## src/rtl/multi_timer.sv

```systemverilog
// Bank of NCH independent up-counting timers with per-channel modulus,
// periodic/one-shot mode, sticky rollover flags and a combined interrupt.
module multi_timer #(
  parameter int unsigned NCH        = 4,
  parameter int unsigned WID        = 20,
  parameter int unsigned RST_PERIOD = 1000000,
  parameter int unsigned CW         = (NCH > 1) ? $clog2(NCH) : 1
) (
  input  logic               clk,
  input  logic               reset,
  input  logic               increment,
  input  logic               cfg_we,
  input  logic [CW-1:0]      cfg_ch,
  input  logic [WID-1:0]     cfg_period,
  input  logic               cfg_oneshot,
  input  logic [NCH-1:0]     start,
  input  logic [NCH-1:0]     stop,
  input  logic [NCH-1:0]     ack,
  output logic [NCH*WID-1:0] count,
  output logic [NCH-1:0]     rolling_over,
  output logic [NCH-1:0]     running,
  output logic [NCH-1:0]     pending,
  output logic               irq
);

  localparam logic [WID-1:0] RST_PERIOD_W = WID'(RST_PERIOD);

  for (genvar i = 0; i < NCH; i++) begin : g_ch
    logic [WID-1:0] cnt_q, cnt_d;
    logic [WID-1:0] per_q, per_d;
    logic [WID-1:0] term;
    logic           os_q, os_d;
    logic           run_q, run_d;
    logic           pend_q, pend_d;
    logic           cfg_hit;
    logic           roll;

    // Out-of-range channel numbers never match, so they are dropped here.
    assign cfg_hit = cfg_we && (cfg_ch == CW'(i));

    // Period 0 wraps to an all-ones terminal, giving a full 2^WID modulus.
    assign term = per_q - WID'(1);
    assign roll = run_q & increment & (cnt_q == term);

    // Next state: stop > start/cfg > rollover > increment for count and running.
    always_comb begin
      cnt_d  = cnt_q;
      per_d  = per_q;
      os_d   = os_q;
      run_d  = run_q;
      pend_d = pend_q;

      if (roll) begin
        pend_d = 1'b1;
      end else if (ack[i]) begin
        pend_d = 1'b0;
      end

      if (cfg_hit) begin
        per_d = cfg_period;
        os_d  = cfg_oneshot;
      end

      if (stop[i]) begin
        run_d = 1'b0;
        if (start[i] || cfg_hit) begin
          cnt_d = '0;
        end
      end else if (start[i] || cfg_hit) begin
        cnt_d = '0;
        if (start[i]) begin
          run_d = 1'b1;
        end
      end else if (roll) begin
        cnt_d = '0;
        if (os_q) begin
          run_d = 1'b0;
        end
      end else if (run_q && increment) begin
        cnt_d = cnt_q + WID'(1);
      end
    end

    // Channel state register.
    always_ff @(posedge clk) begin
      if (reset) begin
        cnt_q  <= '0;
        per_q  <= RST_PERIOD_W;
        os_q   <= 1'b0;
        run_q  <= 1'b0;
        pend_q <= 1'b0;
      end else begin
        cnt_q  <= cnt_d;
        per_q  <= per_d;
        os_q   <= os_d;
        run_q  <= run_d;
        pend_q <= pend_d;
      end
    end

    assign count[i*WID +: WID] = cnt_q;
    assign rolling_over[i]     = roll;
    assign running[i]          = run_q;
    assign pending[i]          = pend_q;
  end

  assign irq = |pending;

endmodule
```

## config.mk

```make
export PLATFORM = sky130hd
export DESIGN_NAME = multi_timer
export DESIGN_NICKNAME = d
export VERILOG_FILES = /design/src/rtl/multi_timer.sv
export SDC_FILE = /design/constraint.sdc
export NUM_CORES = 1
export LEC_CHECK = 0
export ABC_AREA = 1
export CAP_MARGIN = 0
export CORE_UTILIZATION = 60
export CTS_BUF_LIST = sky130_fd_sc_hd__clkbuf_2
export DETAILED_ROUTE_END_ITERATION = 8
export MAX_ROUTING_LAYER = met4
export PLACE_DENSITY = 0.84
export RECOVER_POWER = 100
export SLEW_MARGIN = 20
export SYNTH_ARGS = -nofsm -noshare
export SYNTH_HDL_FRONTEND = slang
export SYNTH_SLANG_ARGS = --single-unit
```

## constraint.sdc

```tcl
create_clock -name clk -period 5.7 [get_ports clk]
set_clock_uncertainty 0.15 [all_clocks]
set_input_delay 1.425 -clock clk [delete_from_list [all_inputs] [get_ports clk]]
set_output_delay 1.425 -clock clk [all_outputs]
set_load 0.05 [all_outputs]
```

Word level (Yosys, flattened, before mapping)
Index checks and enable logic that the tools add are counted.
Word-level totals
  output and inout bits: 93
  register bits after elaboration: 172
  word-level logic and storage cells: 137
  input port bits: 39
Operators by class
  multiplexer cells: 44
  equality and inequality tests: 15
  bitwise operators: 8
  reductions and logical operators: 42
  add/subtract/negate cells: 8
Operators with widths (number)
  20-bit 2-to-1 mux: 20
  20-bit by 1-bit adder with 20-bit output, second input constant: 4
  20-bit equality test: 4
  20-bit by 1-bit subtractor with 20-bit output, second input constant: 4
  1-bit 2-to-1 mux: 24
  2-bit nonzero test: 12
  3-bit AND reduction: 4
  3-bit nonzero test: 4
  1-bit AND: 8
  1-bit logical AND: 8
  2-bit by 1-bit != test with 1-bit output, second input constant: 4
  2-bit != test, second input constant: 4
  2-bit AND reduction: 4
  2-bit OR reduction: 4
  2-bit equality test, second input constant: 2
  1-bit logical OR: 4
  4-bit OR reduction: 1
  2-bit by 1-bit equality test with 1-bit output, second input constant: 1
  2-bit zero test: 1

Logic depth before layout (Yosys ltp)
Gate-level depths: netlist of run 1.
  depth after elaboration: 6
  mapped depth: 17
  depth with buffers taken out: 16

Least setup slack after synthesis of run 1
OpenSTA, ideal clock, no wires.
  path kind: input-to-output
  start: input port increment
  end: output port rolling_over[0]
  required time: 4.125 ns
  arrival time: 2.623 ns
  slack: 1.502 ns
  cell stages on the path: 13
  buffers on the path: 2
  path through: nand2_1 -> nand3b_1 -> nor2_1 -> nand2_1 -> nor2_1 -> nand2_1 -> nor2_1 -> nand3_1 -> nor2_1 -> nand2_4 -> buf_6 -> inv_1 -> buf_4
On the way
  longest elaborated chain between the ends: 2
Ends and longest elaborated chain
  start, declared: RTL line 11  | input logic increment,
  1-bit AND (2 in a row): RTL line 43  | assign roll = run_q & increment & (cnt_q == term);
  end, declared: RTL line 20  | output logic [NCH-1:0] rolling_over,
Every way passes these cells.

Final worst setup path of run 1
  start: input port increment
  end: output port rolling_over[2]
The elaborated chain is that of the path after synthesis.

==> Implementation_results.wiki, run 1 <==
{| class="wikitable"
! Metric !! Value
|-
| Synth Area per Inst || 6.52 um^2
|-
| Status || finished, final reports clean
|-
| Clock tree buffer depth || 2
|-
| DPL Wire Length || 23.9 mm
|-
| Cell family with the largest share of critical-path delay || buffers and inverters
|-
| Initial detailed-routing violation count || 1067
|-
| Fillers || 1661
|-
| RSZ-0062 raised after global routing || false
|-
| Cell variety after synth || 49
|-
| Commonest cells after routing, fill and taps aside || sky130_fd_sc_hd__nand2_1 (420), sky130_fd_sc_hd__nor2_1 (225), sky130_fd_sc_hd__dfxtp_1 (172)
|-
| Average via count per standard cell || 5.57
|-
| Die Outline Area || 20000 um^2
|-
| Ratio of cells with drive above 1 in the final layout || 7.40%
|-
| Register-to-Register Path Depth || 14
|-
| Clock slew seen by the registers of the worst setup and hold paths || 0.26 ns
|-
| Data arrival time of the critical path || 3.74 ns
|-
| Total Nets Final || 1912
|-
| Startpoint kind of the worst setup timing path || input port
|-
| Crit share post-route || 93.3%
|-
| Global placer's final weighted congestion || 0.976
|-
| Peak supply drop || 0.135 mV
|-
| Cell Rows || 50
|-
| Worst hold endpoint || g_ch[3].pend_q
|-
| Most common cell after layout, fill and taps aside || sky130_fd_sc_hd__nand2_1
|-
| Buf/Inv on CP || 4
|-
| Largest area contributor in the synthesized netlist || sky130_fd_sc_hd__dfxtp_1
|-
| Per-cell routed wire length || 15.1 um
|-
| Number of design rule violations left after detail routing || 0
|-
| Met3 capacity usage during global routing || 4.21%
|-
| Type of the tightest min-delay check || register to register
|-
| Slew Limit Fails || 0
|-
| CTS Hold Bufs || 0
|-
| Pwr per Cell Area || 187 nW/um^2
|-
| Cell type of the slowest stage on the worst timing path || sky130_fd_sc_hd__dlygate4sd3_1
|-
| Total gr overflow || 0
|-
| Boundary Pins || 132
|-
| End of the worst register-to-register path || g_ch[0].cnt_q[2]
|-
| Vias in the first global route || 10600
|-
| Leakage power total || 5.67 nW
|-
| Total placed instance area || 13000 um^2
|-
| Number of placed instances, taps included || 2106
|-
| Clock sink count || 172
|-
| Largest net degree at the start of global routing || 86
|-
| Cell chosen for the clock root || sky130_fd_sc_hd__clkbuf_2
|-
| Starting density of the core || 61.8%
|-
| Power consumption || 2.48 mW
|-
| Aggregate routed wire length || 32.3 mm
|-
| Path type of the worst setup path || input port to primary output
|-
| Count of buffers added by post-CTS timing repair for setup || 0
|-
| Post-synthesis sequential area ratio || 29.6%
|-
| Count of placed standard cells in the final layout, fillers left out || 2140
|-
| Most frequent cell on the critical path || sky130_fd_sc_hd__nor2_1
|-
| Post-route standard cell area excluding fillers || 13300 um^2
|-
| Global-route wire length before repair || 52.3 mm
|-
| Number of register bits inferred by synthesis || 172
|-
| CP cell instances || dlygate4sd3_1, nand2_1, inv_1, nand3_1, nor2_1, nand3_1, nor2_1, nand3b_1, nor2_1, nand4_2, inv_1, clkbuf_1
|-
| Via count || 11900
|-
| Die height || 141 um
|-
| Startpoint of the tightest hold check path || g_ch[3].pend_q
|-
| Number of antenna violations at the first check in global routing || 2
|-
| Startpoint of the most critical setup path || increment
|-
| Routed Antenna Nets || 0
|-
| Gr usage total || 33.6%
|-
| Netlist area before placement || 11600 um^2
|-
| Global routing usage on met2 || 54.1%
|-
| Tightest slew margin relative to the limit || 12.6%
|-
| Least-Margin Pin Slew || 1.31 ns
|-
| Storage element area || 3440 um^2
|-
| Synth top area share || 29.6%
|-
| Total CTS buffers || 17
|-
| Critical path capture point type || primary output
|-
| Core box area || 18800 um^2
|-
| H-tree depth reported by CTS || 4
|-
| F_max || 188 MHz
|-
| Most used routing layer || met2
|-
| Number of warnings issued by yosys || 0
|-
| Register-to-register setup slack || 2.52 ns
|-
| 1st-pass router iterations || 5
|-
| Final setup TNS || 0 ns
|-
| Async set-or-reset flop fraction in the synthesized netlist || 0%
|-
| Final setup fails || 0
|-
| Number of gates given a new drive strength after cts || 0
|-
| Final count of hold timing violations || 0
|-
| Die width || 141 um
|-
| Required time worst endpoint || 4.12 ns
|-
| Synth-to-layout area growth || 13.9%
|-
| Clock latency at the later pin of the worst-skew pair || 0.83 ns
|-
| Met1 Resource Use GR || 44.2%
|-
| Net count after synthesis || 1830
|-
| Area of the multi-input gates || 7060 um^2
|-
| Clock tree from TritonCTS || yes
|-
| Number of buffer cells added on primary ports || 131
|-
| Worst reg2reg startpoint || g_ch[0].per_q[1]
|-
| Number of enable-type register cells in the synthesized netlist || 0
|-
| Leading register cell type out of synthesis || sky130_fd_sc_hd__dfxtp_1
|-
| Cell count of the worst hold path || 2
|-
| Time the final worst path needs with I/O delays and setup || 5.32 ns
|-
| Leading cell types by total area after synthesis || sky130_fd_sc_hd__dfxtp_1 (30%), sky130_fd_sc_hd__nand2_1 (13%), sky130_fd_sc_hd__xor2_1 (7.5%)
|-
| Maximum capacitance violations || 0
|-
| Cell count after synthesis || 1783
|-
| Critical-path maximum fanout || 5
|-
| Largest stage delay, worst path || 0.82 ns
|}
[power breakdown]
group | switching [mW] | internal (mW) | total (mW)
Clock | 0.503 | 0.309 | 0.813
Sequential | 0.0402 | 1.24 | 1.28
Combinational | 0.259 | 0.128 | 0.387
[cells by family (layout without fill, tap and decap cells)]
group	count (synthesis)	after routing	synth area share, %
buf+inv	273	368	9.73
xor+xnor	145	145	10.9
fa+ha+maj	8	8	0.860
compound gates	222	222	9.97
flops	172	172	29.6
other cells	0	2	0
simple gates	963	963	38.9
[worst reg2reg max path: cells and delay by family, from the launching register on]
| family | cells | cell delay [ns] |
|---|---|---|
| AOI/OAI and AO/OA | 1 | 0.19 |
| DFF | 1 | 0.37 |
| and+or+nand+nor | 10 | 1.15 |
| buffers and inverters | 2 | 0.95 |
| adders and majority gates | 1 | 0.30 |
[worst max-delay path by stage]
| stage | cells past startpoint | end | slack, ns |
|---|---|---|---|
| 2_1_floorplan | 13 | rolling_over[0] | 1.50 |
| 3_3_place_gp | 11 | rolling_over[1] | 0.66 |
| 3_5_place_dp | 11 | rolling_over[1] | 0.62 |
| 4_1_cts | 11 | rolling_over[1] | 0.62 |
| 5_1_grt | 12 | rolling_over[2] | 0.24 |
| 6_report | 12 | rolling_over[2] | 0.38 |
[registers in the layout, summed over array words and instances, names as in the netlist]
signal,cells
g_ch.run_q,4
g_ch.cnt_q,80
g_ch.pend_q,4
g_ch.os_q,4
g_ch.per_q,80
[routing by layer]
metal  part of all wire (%)  vias to the layer above
met5                      0                        -
met4                    1.7                        0
met1                     45                     5540
met2                     47                      414
met3                    6.4                       49
li1                       -                     5923
[stage by stage]
step / utilization, % / hold slack [ns] / setup slack, ns
after global placement: 69.0 / 0.308 / 0.660
after global routing: 70.4 / 0.366 / 0.237
after floorplan: - / 0.297 / 1.50
after CTS: 70.7 / 0.342 / 0.620
final: 70.4 / 0.342 / 0.381
after detailed placement: 69.0 / 0.316 / 0.625
[layout make-up]
| type | instances | share of cell area, % |
|---|---|---|
| Sequential cell | 172 | 26.0 |
| Timing Repair Buffer | 146 | 10.5 |
| Clock inverter | 15 | 1.70 |
| Antenna cell | 2 | 0.0378 |
| Inverter | 190 | 5.38 |
| Tap cell | 260 | 2.45 |
| Multi-Input combinational cell | 1338 | 53.3 |
| Clock buffer | 17 | 0.642 |
[synth_stat cells, drive strengths merged, types with 30 or more instances]
cell type / number
a21oi: 128
buf: 30
clkbuf: 53
dfxtp: 172
inv: 189
nand2: 428
nand3: 145
nand3b: 30
nand4: 61
nor2: 247
nor3: 32
o21ai: 78
xnor2: 45
xor2: 100
Note: power is estimated with default switching activity, not from simulation.
==> run 2, diff against run 1 <==
--- a/config.mk
+++ b/config.mk
@@ -10,8 +10,9 @@
 export CORE_UTILIZATION = 60
 export CTS_BUF_LIST = sky130_fd_sc_hd__clkbuf_2
 export DETAILED_ROUTE_END_ITERATION = 8
+export DONT_BUFFER_PORTS = 1
 export MAX_ROUTING_LAYER = met4
-export PLACE_DENSITY = 0.84
+export PLACE_DENSITY = 0.76
 export RECOVER_POWER = 100
 export SLEW_MARGIN = 20
 export SYNTH_ARGS = -nofsm -noshare
==> run 2 against run 1 <==
Effect of this change: the flow now finishes with violations (max-capacitance violations, max-slew violations); critical endpoint is now rolling_over[3]; die area unchanged; fmax up 5.9%; critical path type is now register to primary output; flip-flop and latch count unchanged.
==> Implementation_results.wiki, run 2 (synthesis gave the netlist of run 1 again) <==
{| class="wikitable"
! Metric !! Value
|-
| Status || finished with violations
|-
| Violations in the final reports || max-capacitance violations, max-slew violations
|-
| Type of the tightest min-delay check || register to register
|-
| Fillers || 1847 (+11%)
|-
| Average via count per standard cell || 5.54 (-0.58%)
|-
| Met3 capacity usage during global routing || 6.42% (+2.2 points)
|-
| Core box area || 18800 um^2 (unchanged)
|-
| F_max || 199 MHz (+5.9%)
|-
| Gr usage total || 32.8% (-0.78 points)
|-
| Register-to-register setup slack || 2.76 ns (+0.24 ns)
|-
| Tightest slew margin relative to the limit || -20.6% (-33 points)
|-
| Total Nets Final || 1778 (-7.0%)
|-
| DPL Wire Length || 23.3 mm (-2.6%)
|-
| Cell type of the slowest stage on the worst timing path || sky130_fd_sc_hd__dfxtp_1
|-
| Peak supply drop || 0.123 mV (-9.0%)
|-
| Die Outline Area || 20000 um^2 (unchanged)
|-
| Count of buffers added by post-CTS timing repair for setup || 0 (unchanged)
|-
| Via count || 11100 (-7.0%)
|-
| Vias in the first global route || 10100 (-4.8%)
|-
| Leading registers by flop count || g_ch.cnt_q: 80 flops, g_ch.per_q: 80 flops
|-
| Total CTS buffers || 17 (unchanged)
|-
| Cell depth of the worst setup path || 13 (+1)
|-
| Path type of the worst setup path || register to primary output
|-
| Final setup TNS || 0 ns (unchanged)
|-
| Ratio of cells with drive above 1 in the final layout || 7.01% (-0.39 points)
|-
| Met1 Resource Use GR || 41.9% (-2.3 points)
|-
| Worst Hold Slack || 0.340 ns (-0.00218 ns)
|-
| Clock tree buffer depth || 2 (unchanged)
|-
| Critical path capture point type || primary output
|-
| Cell Rows || 50 (unchanged)
|-
| Total gr overflow || 0 (unchanged)
|-
| 1st-pass router iterations || 5 (unchanged)
|-
| Crit path setup slack, layout || 0.679 ns (+0.298 ns)
|-
| Cell count of the worst hold path || 2 (unchanged)
|-
| Pwr per Cell Area || 189 nW/um^2 (+0.94%)
|-
| Most frequent cell on the critical path || sky130_fd_sc_hd__nor2_1
|-
| Most common cell after layout, fill and taps aside || sky130_fd_sc_hd__nand2_1
|-
| Per-cell routed wire length || 15.6 um (+3.2%)
|-
| Global routing usage on met2 || 52.5% (-1.6 points)
|-
| Time the final worst path needs with I/O delays and setup || 5.02 ns (-0.298 ns)
|-
| Most used routing layer || met2
|-
| Startpoint kind of the worst setup timing path || register
|-
| Commonest cells after routing, fill and taps aside || sky130_fd_sc_hd__nand2_1 (420), sky130_fd_sc_hd__nor2_1 (228), sky130_fd_sc_hd__dfxtp_1 (172)
|-
| Clock sink count || 172 (unchanged)
|-
| Largest stage delay, worst path || 0.37 ns (-0.45 ns)
|-
| Register-to-Register Path Depth || 14 (unchanged)
|-
| Global-route wire length before repair || 50.9 mm (-2.7%)
|-
| Crit share post-route || 88.1% (-5.2 points)
|-
| Maximum capacitance violations || 1 (+1)
|-
| Number of buffer cells added on primary ports || 0 (-100%)
|-
| Initial detailed-routing violation count || 784 (-27%)
|-
| Global placer's final weighted congestion || 0.973 (-0.29%)
|-
| Post-placement worst setup slack || 1.19 ns (+0.565 ns)
|-
| Final count of hold timing violations || 0 (unchanged)
|-
| Number of antenna violations at the first check in global routing || 1 (-1)
|-
| Final setup fails || 0 (unchanged)
|-
| Boundary Pins || 132 (unchanged)
|-
| Number of gates given a new drive strength after cts || 0 (unchanged)
|-
| Least-Margin Pin Slew || 1.81 ns (+0.497 ns)
|-
| Number of design rule violations left after detail routing || 0 (unchanged)
|-
| Critical-path maximum fanout || 22 (+17)
|-
| Clock latency at the later pin of the worst-skew pair || 0.77 ns (-0.06 ns)
|-
| Largest net degree at the start of global routing || 87 (+1.2%)
|-
| RSZ-0062 raised after global routing || false
|-
| Aggregate routed wire length || 31.2 mm (-3.5%)
|-
| Die height || 141 um (unchanged)
|-
| Data arrival time of the critical path || 3.45 ns (-0.29 ns)
|-
| Slew Limit Fails || 48 (+48)
|-
| Cell chosen for the clock root || sky130_fd_sc_hd__clkbuf_2
|-
| Synth-to-layout area growth || 1.50%
|-
| CTS Hold Bufs || 0 (unchanged)
|-
| Buf/Inv on CP || 3 (-1)
|-
| Cell family with the largest share of critical-path delay || simple AND/OR/NAND/NOR gates
|-
| Clock tree from TritonCTS || yes
|-
| CP cell instances || inv_1, ha_1, nand3_1, nor2_1, nand2_1, nor2_1, nor2_1, o21ai_0, nand2_1, nor2_1, nand3_2, buf_4, inv_1
|-
| Clock slew seen by the registers of the worst setup and hold paths || 0.24 ns (-0.02 ns)
|-
| Die width || 141 um (unchanged)
|-
| Leakage power total || 4.82 nW (-15%)
|-
| Starting density of the core || 61.8% (unchanged)
|-
| Required time worst endpoint || 4.12 ns (about the same)
|-
| Routed Antenna Nets || 0 (unchanged)
|-
| H-tree depth reported by CTS || 4 (unchanged)
|}
==> run 2: layer usage <==
layer | up-vias | routed length (um)
li1 | 5628 | -
met1 | 5118 | 14200
met2 | 300 | 14400
met3 | 41 | 2060
met4 | 0 | 606
met5 | - | 0
==> run 2: worst register-to-register path: cells and delay by family (launching register included) <==
family | cells | cell delay, ns
DFF | 1 | 0.38
and+or+nand+nor | 10 | 1.67
buffers and inverters | 2 | 0.21
adders and majority gates | 1 | 0.28
AOI/OAI and AO/OA | 1 | 0.20
==> run 2: worst paths after layout <==
check,startpoint,end
min reg2reg,g_ch[2].os_q,g_ch[2].os_q
max reg2reg,g_ch[1].per_q[0],g_ch[1].cnt_q[18]
min,g_ch[2].os_q,g_ch[2].os_q
max,g_ch[3].per_q[0],rolling_over[3]
==> run 2: stage by stage <==
stage,util (%),cell area [um^2],power (mW),cells
after floorplan,-,11600,1.56,1783
after global placement,61.9,11600,1.61,1972
after detailed placement,61.9,11600,1.62,1972
after CTS,63.0,11900,2.24,2000
after global routing,62.7,11800,2.34,2001
final,62.7,11800,2.23,2001
==> run 2: area by class of cell <==
| cell class | count | area [um^2] | share of cell area [%] |
|---|---|---|---|
| timing repair buffer | 12 | 63.8 | 0.540 |
| clock inverter | 10 | 118 | 0.996 |
| tap | 260 | 325 | 2.76 |
| inverter | 190 | 713 | 6.04 |
| multi-input combinational | 1338 | 7050 | 59.7 |
| antenna | 1 | 2.50 | 0.0212 |
| sequential | 172 | 3440 | 29.2 |
| clock buffer | 18 | 90.1 | 0.763 |
==> run 2: power breakdown <==
group	switching [mW]	internal, mW	total [mW]	leakage [nW]
Sequential	0.0473	1.24	1.29	1.40
Clock	0.437	0.195	0.632	0.124
Combinational	0.210	0.103	0.313	3.30
Total	0.694	1.54	2.23	4.82
